**src/rtl/id_ex_decode.sv**
```systemverilog
// id_ex_decode: decodes the decode-stage instruction and holds the result in the ID/EX register
// Ports:
//   clk, rst_n              clock, asynchronous active-low reset
//   InstrD, PCD, ValidD     decode-stage instruction, its PC, and its valid flag
//   StallE, FlushE          hazard unit: hold the ID/EX register / load a bubble (flush wins)
//   ALUctrlE, ImmExtE, PCE  ALU code (000 add 001 sub 010 and 011 or 100 xor 110 sll 111 srl), immediate, PC
//   Rs1E, Rs2E, RdE         register indices
//   ALUSrcE, RegWriteE, MemWriteE, BranchE, JumpE, ResultSrcE, ValidE  execute-stage controls
//   IllegalE, IllegalSticky illegal-instruction slot flag and sticky latch
// Option macro ILLEGAL_DETECT_EN: an illegal instruction becomes a flagged bubble and sets the sticky flag.
// Without it, an illegal instruction passes through as a valid no-op and both illegal outputs are 0.
module id_ex_decode #(
  parameter int DATA_WIDTH = 32,
  parameter int PC_WIDTH   = 32
) (
  input  logic                  clk,
  input  logic                  rst_n,
  input  logic [31:0]           InstrD,
  input  logic [PC_WIDTH-1:0]   PCD,
  input  logic                  ValidD,
  input  logic                  StallE,
  input  logic                  FlushE,
  output logic [2:0]            ALUctrlE,
  output logic [DATA_WIDTH-1:0] ImmExtE,
  output logic [PC_WIDTH-1:0]   PCE,
  output logic [4:0]            Rs1E,
  output logic [4:0]            Rs2E,
  output logic [4:0]            RdE,
  output logic                  ALUSrcE,
  output logic                  RegWriteE,
  output logic                  MemWriteE,
  output logic                  BranchE,
  output logic                  JumpE,
  output logic [1:0]            ResultSrcE,
  output logic                  ValidE,
  output logic                  IllegalE,
  output logic                  IllegalSticky
);
  typedef struct packed {
    logic [2:0]            alu;
    logic [DATA_WIDTH-1:0] imm;
    logic [PC_WIDTH-1:0]   pc;
    logic [4:0]            rs1;
    logic [4:0]            rs2;
    logic [4:0]            rd;
    logic                  alusrc;
    logic                  regw;
    logic                  memw;
    logic                  br;
    logic                  jmp;
    logic [1:0]            res;
    logic                  valid;
    logic                  ill;
  } idex_t;

  idex_t       w_d, r_q;
  logic        w_ill, w_abad;
  logic [6:0]  w_op, w_f7;
  logic [2:0]  w_f3, w_amap;
  logic [31:0] w_imm_i, w_imm_s, w_imm_b, w_imm_u, w_imm_j;

  assign w_op    = InstrD[6:0];
  assign w_f3    = InstrD[14:12];
  assign w_f7    = InstrD[31:25];
  assign w_imm_i = {{20{InstrD[31]}}, InstrD[31:20]};
  assign w_imm_s = {{20{InstrD[31]}}, InstrD[31:25], InstrD[11:7]};
  assign w_imm_b = {{19{InstrD[31]}}, InstrD[31], InstrD[7], InstrD[30:25], InstrD[11:8], 1'b0};
  assign w_imm_u = {InstrD[31:12], 12'b0};
  assign w_imm_j = {{11{InstrD[31]}}, InstrD[31], InstrD[19:12], InstrD[20], InstrD[30:21], 1'b0};

  // funct3 to ALU code shared by R-type and I-type ALU ops; slt/sltu have no code
  assign w_amap = w_f3 == 3'b111 ? 3'b010 :
                  w_f3 == 3'b110 ? 3'b011 :
                  w_f3 == 3'b100 ? 3'b100 :
                  w_f3 == 3'b001 ? 3'b110 :
                  w_f3 == 3'b101 ? 3'b111 : 3'b000;
  assign w_abad = w_f3[2:1] == 2'b01;

  always_comb begin
    w_d       = '0;
    w_ill     = 1'b0;
    w_d.pc    = PCD;
    w_d.rs1   = InstrD[19:15];
    w_d.rs2   = InstrD[24:20];
    w_d.rd    = InstrD[11:7];
    w_d.valid = 1'b1;
    case (w_op)
      7'b0110011: begin
        w_d.alu  = (w_f3 == 3'b000 && w_f7 == 7'h20) ? 3'b001 : w_amap;
        w_d.regw = 1'b1;
        w_ill    = w_abad || !(w_f7 == 7'h00 || (w_f3 == 3'b000 && w_f7 == 7'h20));
      end
      7'b0010011: begin
        w_d.alu    = w_amap;
        w_d.imm    = DATA_WIDTH'($signed(w_imm_i));
        w_d.alusrc = 1'b1;
        w_d.regw   = 1'b1;
        w_ill      = w_abad || (w_f3[1:0] == 2'b01 && w_f7 != 7'h00);
      end
      7'b0000011: begin
        w_d.imm    = DATA_WIDTH'($signed(w_imm_i));
        w_d.alusrc = 1'b1;
        w_d.res    = 2'b01;
        w_d.regw   = 1'b1;
        w_ill      = w_f3 != 3'b010;
      end
      7'b0100011: begin
        w_d.imm    = DATA_WIDTH'($signed(w_imm_s));
        w_d.alusrc = 1'b1;
        w_d.memw   = 1'b1;
        w_ill      = w_f3 != 3'b010;
      end
      7'b1100011: begin
        w_d.alu = 3'b001;
        w_d.imm = DATA_WIDTH'($signed(w_imm_b));
        w_d.br  = 1'b1;
        w_ill   = w_f3[2:1] != 2'b00;
      end
      7'b0110111: begin
        w_d.rs1    = 5'd0;
        w_d.imm    = DATA_WIDTH'($signed(w_imm_u));
        w_d.alusrc = 1'b1;
        w_d.regw   = 1'b1;
      end
      7'b1101111: begin
        w_d.imm  = DATA_WIDTH'($signed(w_imm_j));
        w_d.jmp  = 1'b1;
        w_d.res  = 2'b10;
        w_d.regw = 1'b1;
      end
      default: w_ill = 1'b1;
    endcase
    if (w_d.rd == 5'd0) w_d.regw = 1'b0;
`ifdef ILLEGAL_DETECT_EN
    if (w_ill) begin
      w_d     = '0;
      w_d.ill = 1'b1;
    end
`else
    if (w_ill) {w_d.alu, w_d.alusrc, w_d.regw, w_d.memw, w_d.br, w_d.jmp, w_d.res} = '0;
`endif
  end

  always_ff @(posedge clk or negedge rst_n) begin
    if (!rst_n) r_q <= '0;
    else if (FlushE) r_q <= '0;
    else if (!StallE) r_q <= ValidD ? w_d : '0;
  end

`ifdef ILLEGAL_DETECT_EN
  logic r_sticky;
  always_ff @(posedge clk or negedge rst_n) begin
    if (!rst_n) r_sticky <= 1'b0;
    else if (!FlushE && !StallE && ValidD && w_ill) r_sticky <= 1'b1;
  end
  assign IllegalSticky = r_sticky;
`else
  assign IllegalSticky = 1'b0;
`endif

  assign {ALUctrlE, ImmExtE, PCE, Rs1E, Rs2E, RdE, ALUSrcE, RegWriteE, MemWriteE,
          BranchE, JumpE, ResultSrcE, ValidE, IllegalE} = r_q;
endmodule

```
**config.mk**
```make
export PLATFORM = sky130hd
export DESIGN_NAME = id_ex_decode
export DESIGN_NICKNAME = d
export VERILOG_FILES = /design/src/rtl/id_ex_decode.sv
export SDC_FILE = /design/constraint.sdc
export NUM_CORES = 1
export LEC_CHECK = 0
export ABC_CLOCK_PERIOD_IN_PS = 800
export CAP_MARGIN = 20
export CORE_ASPECT_RATIO = 1.4
export CORE_MARGIN = 5
export CORE_UTILIZATION = 31
export DETAILED_ROUTE_END_ITERATION = 7
export GPL_ROUTABILITY_DRIVEN = 1
export PLACE_DENSITY_LB_ADDON = 0.12
export SYNTH_ARGS = -nofsm -noshare
export SYNTH_HDL_FRONTEND = slang
export SYNTH_SLANG_ARGS = --single-unit
```
**constraint.sdc**
```tcl
create_clock -name clk -period 0.8 [get_ports clk]
set_input_delay 0.08 -clock clk [delete_from_list [all_inputs] [get_ports clk]]
set_output_delay 0.08 -clock clk [all_outputs]
set_load 0.05 [all_outputs]
```
==> results, run 1 <==
- The run finished, with violations left.
- The final reports fail on setup timing.
- During synthesis, Yosys emitted a total of 0 warnings.
- The clock network latency to the later pin of the worst-skew pair is 330 ps.
- The area share of the largest cell type after synthesis is 0.584.
- The number of stages on the worst hold path is 3.
- Summing every instance area after synthesis gives 3810 um^2.
- Dividing the synthesized area by the synthesized cell count gives 11.2 um^2.
- The number of endpoints failing setup at the final stage is 139.
- The total clock sinks is 89.
- For hold timing, the worst endpoint is ImmExtE[6].
- In this run, synthesis produced a sequential element count of 89.
- In this run, synthesis inferred 0 flip-flops with an integrated enable.
- The final max-slew violation count is 0.
- Yosys attributes the largest share of cell area to dfrtp_1 58%, a22o_1 13%, nand2_1 4.4%, o21ai_0 3.3%, a21oi_1 3.1%.
- The overall track demand over capacity in global routing is 0.193.
- Detailed placement finished with a half-perimeter wire length of 10,300 um.
- The worst hold path begins at InstrD[26].
- The final core utilization is 0.674.
- The starting density of the core is 0.313.
- The slowest stage of the critical path is the nand4bb_4 cell.
- Relative to the synthesized area, the layout overhead comes to 115%.
- The die boundary width is 104 um.
- After technology mapping, the gate count stands at 341.
- The kind of critical path is in -> reg.
- The antenna violation net count after detailed routing is 0.
- The post-layout net count is 653.
- The via count of the first global-routing pass is 3,993.
- The maximum fanout encountered on the critical timing path is 4.
- The average routed wire per standard cell is 19.6 um.
- The congestion estimate from routability-driven global placement came to 0.906.
- The number of rows in the core area is 48.
- The ratio of total power to cell area is 1380 nW/um^2.
- The sequential element share of the synthesized area is 0.584.
- The total area inside the core boundary comes to 12,200 um^2.
- Entering global routing, the biggest net connects 61 pins.
- The worst register-to-register path ends at ALUctrlE[1].
- Setup slack on the worst reg-to-reg path comes out at -70 ps.
- The first global-routing pass estimated 22,500 um of wire.
- Total power for the finished layout comes to 11.3 mW.
- In this run, the number of DRC markers left after iteration 0 of detailed routing was 143.
- In the post-route analysis, the smallest setup slack over all paths is -273 ps.
- The number of hold violations in the final report is 0.
- The die extent in y is 141 um.
- The quantity of I/O buffers inserted on ports is 158.
- Setup repair after global routing could not meet its margin everywhere.
- The final critical path time including I/O delays and setup is 1070 ps.
- The clock transition time at the flip-flop clock pins of the worst setup and hold paths is 70 ps.
- The die area is 14,700 um^2.
- Ranked by instance count, the synthesized netlist is headed by 89 x dfrtp_1, 55 x a22o_1, 45 x nand2_1, 25 x o21ai_0, 24 x a21oi_1.
- In this run the static leakage power is 3.51 nW.
- The unique cell type count in the Yosys netlist is 51.
- The total number of vias is 3,753.
- Fill cells in the final layout number 896.
- The path type of the worst min-delay path is in -> reg.
- The repair_antennas step left the layout with diodes totalling 0.
- On the final layout, the worst hold slack is 72.7 ps.
- The worst register-to-register path begins at ALUctrlE[1].
- For the final database, setup skew stands at 0 ps.
- The number of search-and-repair iterations in the first detailed-routing pass is 4.
- The tree is rooted in a clkbuf_16.
- Traced cell by cell, the critical path runs through buf_8, nand4bb_4, buf_6, a211oi_4, a21oi_2, buf_4, a22o_1.
- Dividing the final minimum period by the clock period gives 1.34.
- After routing, the total negative slack on setup checks comes to -24,240 ps.
- The maximum single-stage delay on the critical path is 260 ps.
- The most frequently used flop master after synthesis is dfrtp_1.
- The fraction of layout instances using a drive strength above 1 is 0.606.
- The worst-case vdd ir drop is 1.03 mV.
- The number of buffer and inverter stages on the critical path is 3.
- The clock tree synthesis step divided the H-tree into 3 levels.
- Counting cells, the worst reg-to-reg path comes to 2.
- The cell class contributing the biggest share of worst-path delay is compound AO/OA/AOI/OAI gates.
- After detailed routing, the number of vias per cell comes to 5.08.
- The biggest area contributor in the post-synthesis netlist is dfrtp_1.
- The maximum clock frequency is 932 MHz.
- STA classifies the critical path startpoint as an input port.
- The maximum root-to-sink buffer count is 2.
- The nature of the critical path endpoint is a flip-flop.
- Buffers inserted during clock tree synthesis total 9.
- The aggregate global routing overflow is 0.
- Pin placement for this block handled 161 I/O pins.
- The routed design has 14,500 um of wire.
- The number of antenna violations at the first check in global routing is 0.
- The most common cell in the synthesized netlist is dfrtp_1.
- STA puts the critical path data required time at 1020 ps.
- The arrival time of the worst setup path is 1300 ps.
- TritonCTS built the clock tree.
- Max-cap violations in this run came to 0.
- The share of async-settable or async-resettable flops after synthesis is 1.00.
- The worst slack at placement is -1130 ps.
- After detailed routing, the number of remaining DRC violations is 0.
[worst max path at each step]
stage / startpoint / to / slack (ps) / depth (start not counted)
after detailed placement: InstrD[3] / ALUctrlE[0] / -1130 / 6
after CTS: InstrD[28] / ResultSrcE[0] / -280 / 7
after global placement: InstrD[25] / ResultSrcE[0] / -1100 / 7
final: InstrD[2] / ALUctrlE[1] / -270 / 7
after global routing: StallE / ALUctrlE[2] / -320 / 5
after floorplan: InstrD[2] / ALUctrlE[2] / -510 / 5
[layout by cell type (no fill, tap or decap), drive strengths merged, types with 3 or more instances in the layout]
master,count
clkbuf,13
clkdlybuf4s50,42
inv,5
nor2,10
a22o,55
a21oi,25
dfrtp,89
a211oi,3
a22oi,5
buf,202
nand3,4
nor3,4
nand2,45
o21ai,36
dlygate4sd2,7
[cell type report]
| cell class | instances | area [um^2] | area share |
|---|---|---|---|
| inverters | 4 | 15.0 | 0.00183 |
| multi-input cells | 223 | 1930 | 0.235 |
| clock buffers | 11 | 253 | 0.0308 |
| flip-flops and latches | 89 | 2280 | 0.278 |
| well taps | 150 | 188 | 0.0228 |
| clock inverters | 5 | 62.6 | 0.00762 |
| repair buffers | 257 | 3480 | 0.424 |
[repair_timing]
action                                 4_1_cts  5_1_grt
endpoints found under the hold margin       89        0
setup endpoints to repair                  179      178
gates cloned                                 1        2
hold buffers                                 1        0
pin swaps                                   44       35
buffers inserted                            20       11
resized for setup                          160       53
[stage by stage]
stage / instance area, um^2 / cells
3_3_place_gp: 7150 / 692
5_1_grt: 8210 / 739
2_1_floorplan: 4130 / 342
6_report: 8210 / 739
3_5_place_dp: 7150 / 692
4_1_cts: 7930 / 729
[metal layers]
layer | GRT usage | part of all wire | up-vias
met5 | 0 | 0 | -
met4 | 0.0573 | 0.018 | 0
met3 | 0.0435 | 0.049 | 19
met2 | 0.344 | 0.55 | 136
met1 | 0.233 | 0.38 | 1853
li1 | - | - | 1745
[cell families (layout without fill, tap and decap cells)]
logic type	count (synthesis)	after routing	synth area share
buf+inv	30	277	0.0361
other cells	1	2	0.000983
simple gates	85	85	0.118
xor+xnor	1	1	0.00230
compound gates	135	135	0.258
flops	89	89	0.584
[registers in the layout, indices dropped and copies added, names as in the netlist]
register / count
ALUctrlE: 3
Rs2E: 5
Rs1E: 5
ValidE: 1
PCE: 32
ImmExtE: 32
RegWriteE: 1
ResultSrcE: 1
JumpE: 1
BranchE: 1
MemWriteE: 1
ALUSrcE: 1
RdE: 5
[tightest hold or removal path, cell delays in order]
cell,delay [ps]
buf_6,80
buf_4,100
a22o_1,110
[power breakdown]
part	internal, mW	switching [mW]
clock	2.61	1.81
sequential	4.61	0.109
combinational	1.11	1.07
total	8.33	2.99
Note: power is estimated with default switching activity, not from simulation.
==> inputs of run 2 (changes only) <==
--- a/config.mk
+++ b/config.mk
@@ -13,6 +13,7 @@
 export DETAILED_ROUTE_END_ITERATION = 7
 export GPL_ROUTABILITY_DRIVEN = 1
 export PLACE_DENSITY_LB_ADDON = 0.12
+export SLEW_MARGIN = 25
 export SYNTH_ARGS = -nofsm -noshare
 export SYNTH_HDL_FRONTEND = slang
 export SYNTH_SLANG_ARGS = --single-unit
==> results of run 2 <==
The final DEF is identical to that of run 1; final timing and power are the same.
==> inputs of run 3 (changes only) <==
==> constraint.sdc (replaced) <==
create_clock -name clk -period 0.8 [get_ports clk]
set_input_delay 0.12 -clock clk [delete_from_list [all_inputs] [get_ports clk]]
set_output_delay 0.12 -clock clk [all_outputs]
set_load 0.05 [all_outputs]
==> results, run 3 (same netlist as run 1, synthesis figures left out) <==
- The worst setup margin is -344 ps.
- Setup repair after global routing could not meet its margin everywhere.
- The static leakage is 3.71 nW.
- The worst hold slack across all endpoints is 106 ps.
- The arrival time of the worst setup path is 1410 ps.
- The detailed router's first-iteration violation count is 116.
- The via count of the first global-routing pass is 4,118.
- The maximum root-to-sink buffer count is 2.
- The most frequent standard cell in the layout excluding fill and tap cells is buf_12.
- For this run, the slowest stage of the critical path takes 490 ps.
- The endpoint of the worst-slack reg-to-reg timing path is MemWriteE.
- On the critical path, the stage with the largest delay is an instance of or4_4.
- In this run the worst setup path terminates at ALUctrlE[2].
- The final max-slew violation count is 0.
- After detailed routing, the number of remaining DRC violations is 0.
- The cell depth of the worst flop-to-flop path is 2.
- IR analysis of the VDD net gives a maximum drop of 0.886 mV.
- In this run the horizontal extent of the chip is 104 um.
- Summed over all nets, the switching power comes to 2.99 mW.
- The CTS tree is done.
- The post-layout total power is 11.7 mW.
- The run finished, with violations left.
- Clock tree synthesis inserted a total of 9 buffers.
- Adding up every negative setup slack in the final design gives -31,270 ps.
- The path class of the tightest hold or removal check is in -> reg.
- The number of antenna violations at the first check in global routing is 1.
- After detailed routing, the average wire length per cell comes to 20.3 um.
- The fraction of layout instances using a drive strength above 1 is 0.619.
- After layout, the minimum clock period comes to 1140 ps.
- The clock reaches the later pin of the worst-skew pair after 330 ps.
- The finished cells cover 8640 um^2.
- The origin of the worst setup path is InstrD[3].
- The first global-routing pass estimated 23,300 um of wire.
- At the end of the flow, the number of nets in the layout was 680.
- The critical path goes through buf_12, nand4bb_4, or2_1, or4_4, o21ai_2.
- The total number of vias is 3,859.
- Entering global routing, the biggest net connects 36 pins.
- CTS saw 89 sinks.
- The number of placed instances, taps included, is 693.
- The total of max-cap violations is 0.
- The count of fill cells added during filler insertion is 867.
- In the global route stage, overall resource usage came out at 0.202.
- The worst setup path is launched from an input port.
- Once detail routing completed, the nets flagged for antenna violations numbered 0.
- The register-to-register path setup slack is -70 ps.
- The total area of sequential cells is 2280 um^2.
- The number of hold violations in the final report was 0.
- The ratio of total power to cell area is 1350 nW/um^2.
- Global routing finished with a remaining overflow of 0.
- The standard cell area after detailed placement is 7190 um^2.
- The number of rows in the core area is 48.
- The die covers 14,700 um^2.
- The total routed wirelength is 15,600 um.
- STA classifies the critical path endpoint as a flip-flop.
- Of the total power, the share spent switching nets is 0.256.
- In the routed layout, each cell is associated on average with a via count of 5.03.
- The number of endpoints failing setup at the final stage is 171.
- After floorplanning, the core was sized to cover 12,200 um^2.
- The first detailed-routing pass ran for 7 iterations.
- The design internal power is 8.68 mW.
- The kind of critical path is in -> reg.
- The I/O pin count is 161.
- Of all nets on the critical path, the largest fanout is 5.
- The tree is rooted in a clkbuf_16.
- The area overhead of the layout relative to synthesis is 126%.
- The post-layout instance count excluding filler cells is 767.
- The required time of the worst setup path is 1060 ps.
- In the finished design, the share of the clock period the worst path needs comes to 1.43.
- The share of total power dissipated in the clock network is 0.393.
- The final reports fail on setup timing.
- The starting density of the core is 0.313.
- The proportion of power drawn by combinational gates is 0.203.
- From bottom edge to top edge, the die measures 141 um.
- In the layout the commonest cells are 105 x buf_12, 71 x buf_4, 55 x a22o_1.
- The clock transition time at the flip-flop clock pins of the worst setup and hold paths is 60 ps.
- The share of total power dissipated in sequential elements is 0.405.
- The multi-input logic area is 1940 um^2.
- The maximum clock frequency is 874 MHz.
- The worst setup skew after layout is 0 ps.
- The CTS H-tree depth is 3.
- Buffers placed on the I/O ports in this run total 158.
- The worst register-to-register path begins at MemWriteE.
- The detailed-placement wirelength estimate is 10,400 um.
- Routability-driven placement finished with a final weighted congestion of 0.896.
[run 3: cell types whose count changed in the layout (fill, tap and decap cells not counted), moves of 2 or more]
cell / delta
a21oi_2: +3
clkdlybuf4s15_1: +2
buf_16: +2
nor2_4: +2
buf_6: +2
dfrtp_1: +2
a21oi_1: -2
clkbuf_1: +2
clkbuf_16: +4
buf_4: +10
dfrtp_2: -2
buf_12: +6
buf_8: +2
[run 3: worst min-delay path by stage]
stage | startpoint | end | slack, ps | cells after the start
after floorplan | rst_n | ALUSrcE | -180 | 0
after detailed placement | rst_n | ImmExtE[26] | -20 | 1
final | InstrD[26] | ImmExtE[6] | 110 | 3
after global routing | InstrD[26] | ImmExtE[6] | 110 | 3
after global placement | rst_n | ImmExtE[26] | -10 | 1
after CTS | InstrD[26] | ImmExtE[6] | 90 | 3
[run 3: worst max-delay path, delay by kind of cell]
kind	cells	cell delay (ps)
and+or+nand+nor	3	1050
AOI/OAI and AO/OA	1	130
buffers and inverters	1	110
[run 3: final cells by class]
type / instances / share of cell area
timing repair buffer: 284 / 0.450
sequential: 89 / 0.264
multi-input combinational: 223 / 0.224
clock buffer: 12 / 0.0285
tap: 150 / 0.0217
clock inverter: 4 / 0.00884
inverter: 4 / 0.00174
antenna: 1 / 0.000290
[run 3: what timing repair did]
item / in CTS / in global routing
cloned: 3 / 8
hold endpoints to repair: 89 / 0
hold buffers: 1 / 0
gates resized for setup: 197 / 30
buffers inserted: 34 / 18
setup endpoints to repair: 179 / 165
pin swaps: 53 / 26
[run 3: per-layer routing]
layer,vias up,GRT usage,wire length [um]
met5,-,0,0
met4,0,0.0921,382
met3,19,0.0325,521
met2,112,0.360,8540
met1,1933,0.236,6140
li1,1795,-,-
[run 3: power by group through the flow]
stage | Clock, mW | Combinational, mW | Sequential (mW)
floorplan | 0 | 0.436 | 5.09
finish | 4.59 | 2.37 | 4.72
CTS | 4.69 | 2.20 | 4.72
detailed placement | 0 | 1.98 | 4.81
global placement | 0 | 1.96 | 4.80
global route | 4.90 | 2.48 | 4.73
[run 3: through the flow]
stage / utilization / setup WS (ps)
2_1_floorplan: - / -552
3_3_place_gp: 0.590 / -1190
3_5_place_dp: 0.590 / -1320
4_1_cts: 0.676 / -370
5_1_grt: 0.708 / -381
6_report: 0.708 / -344
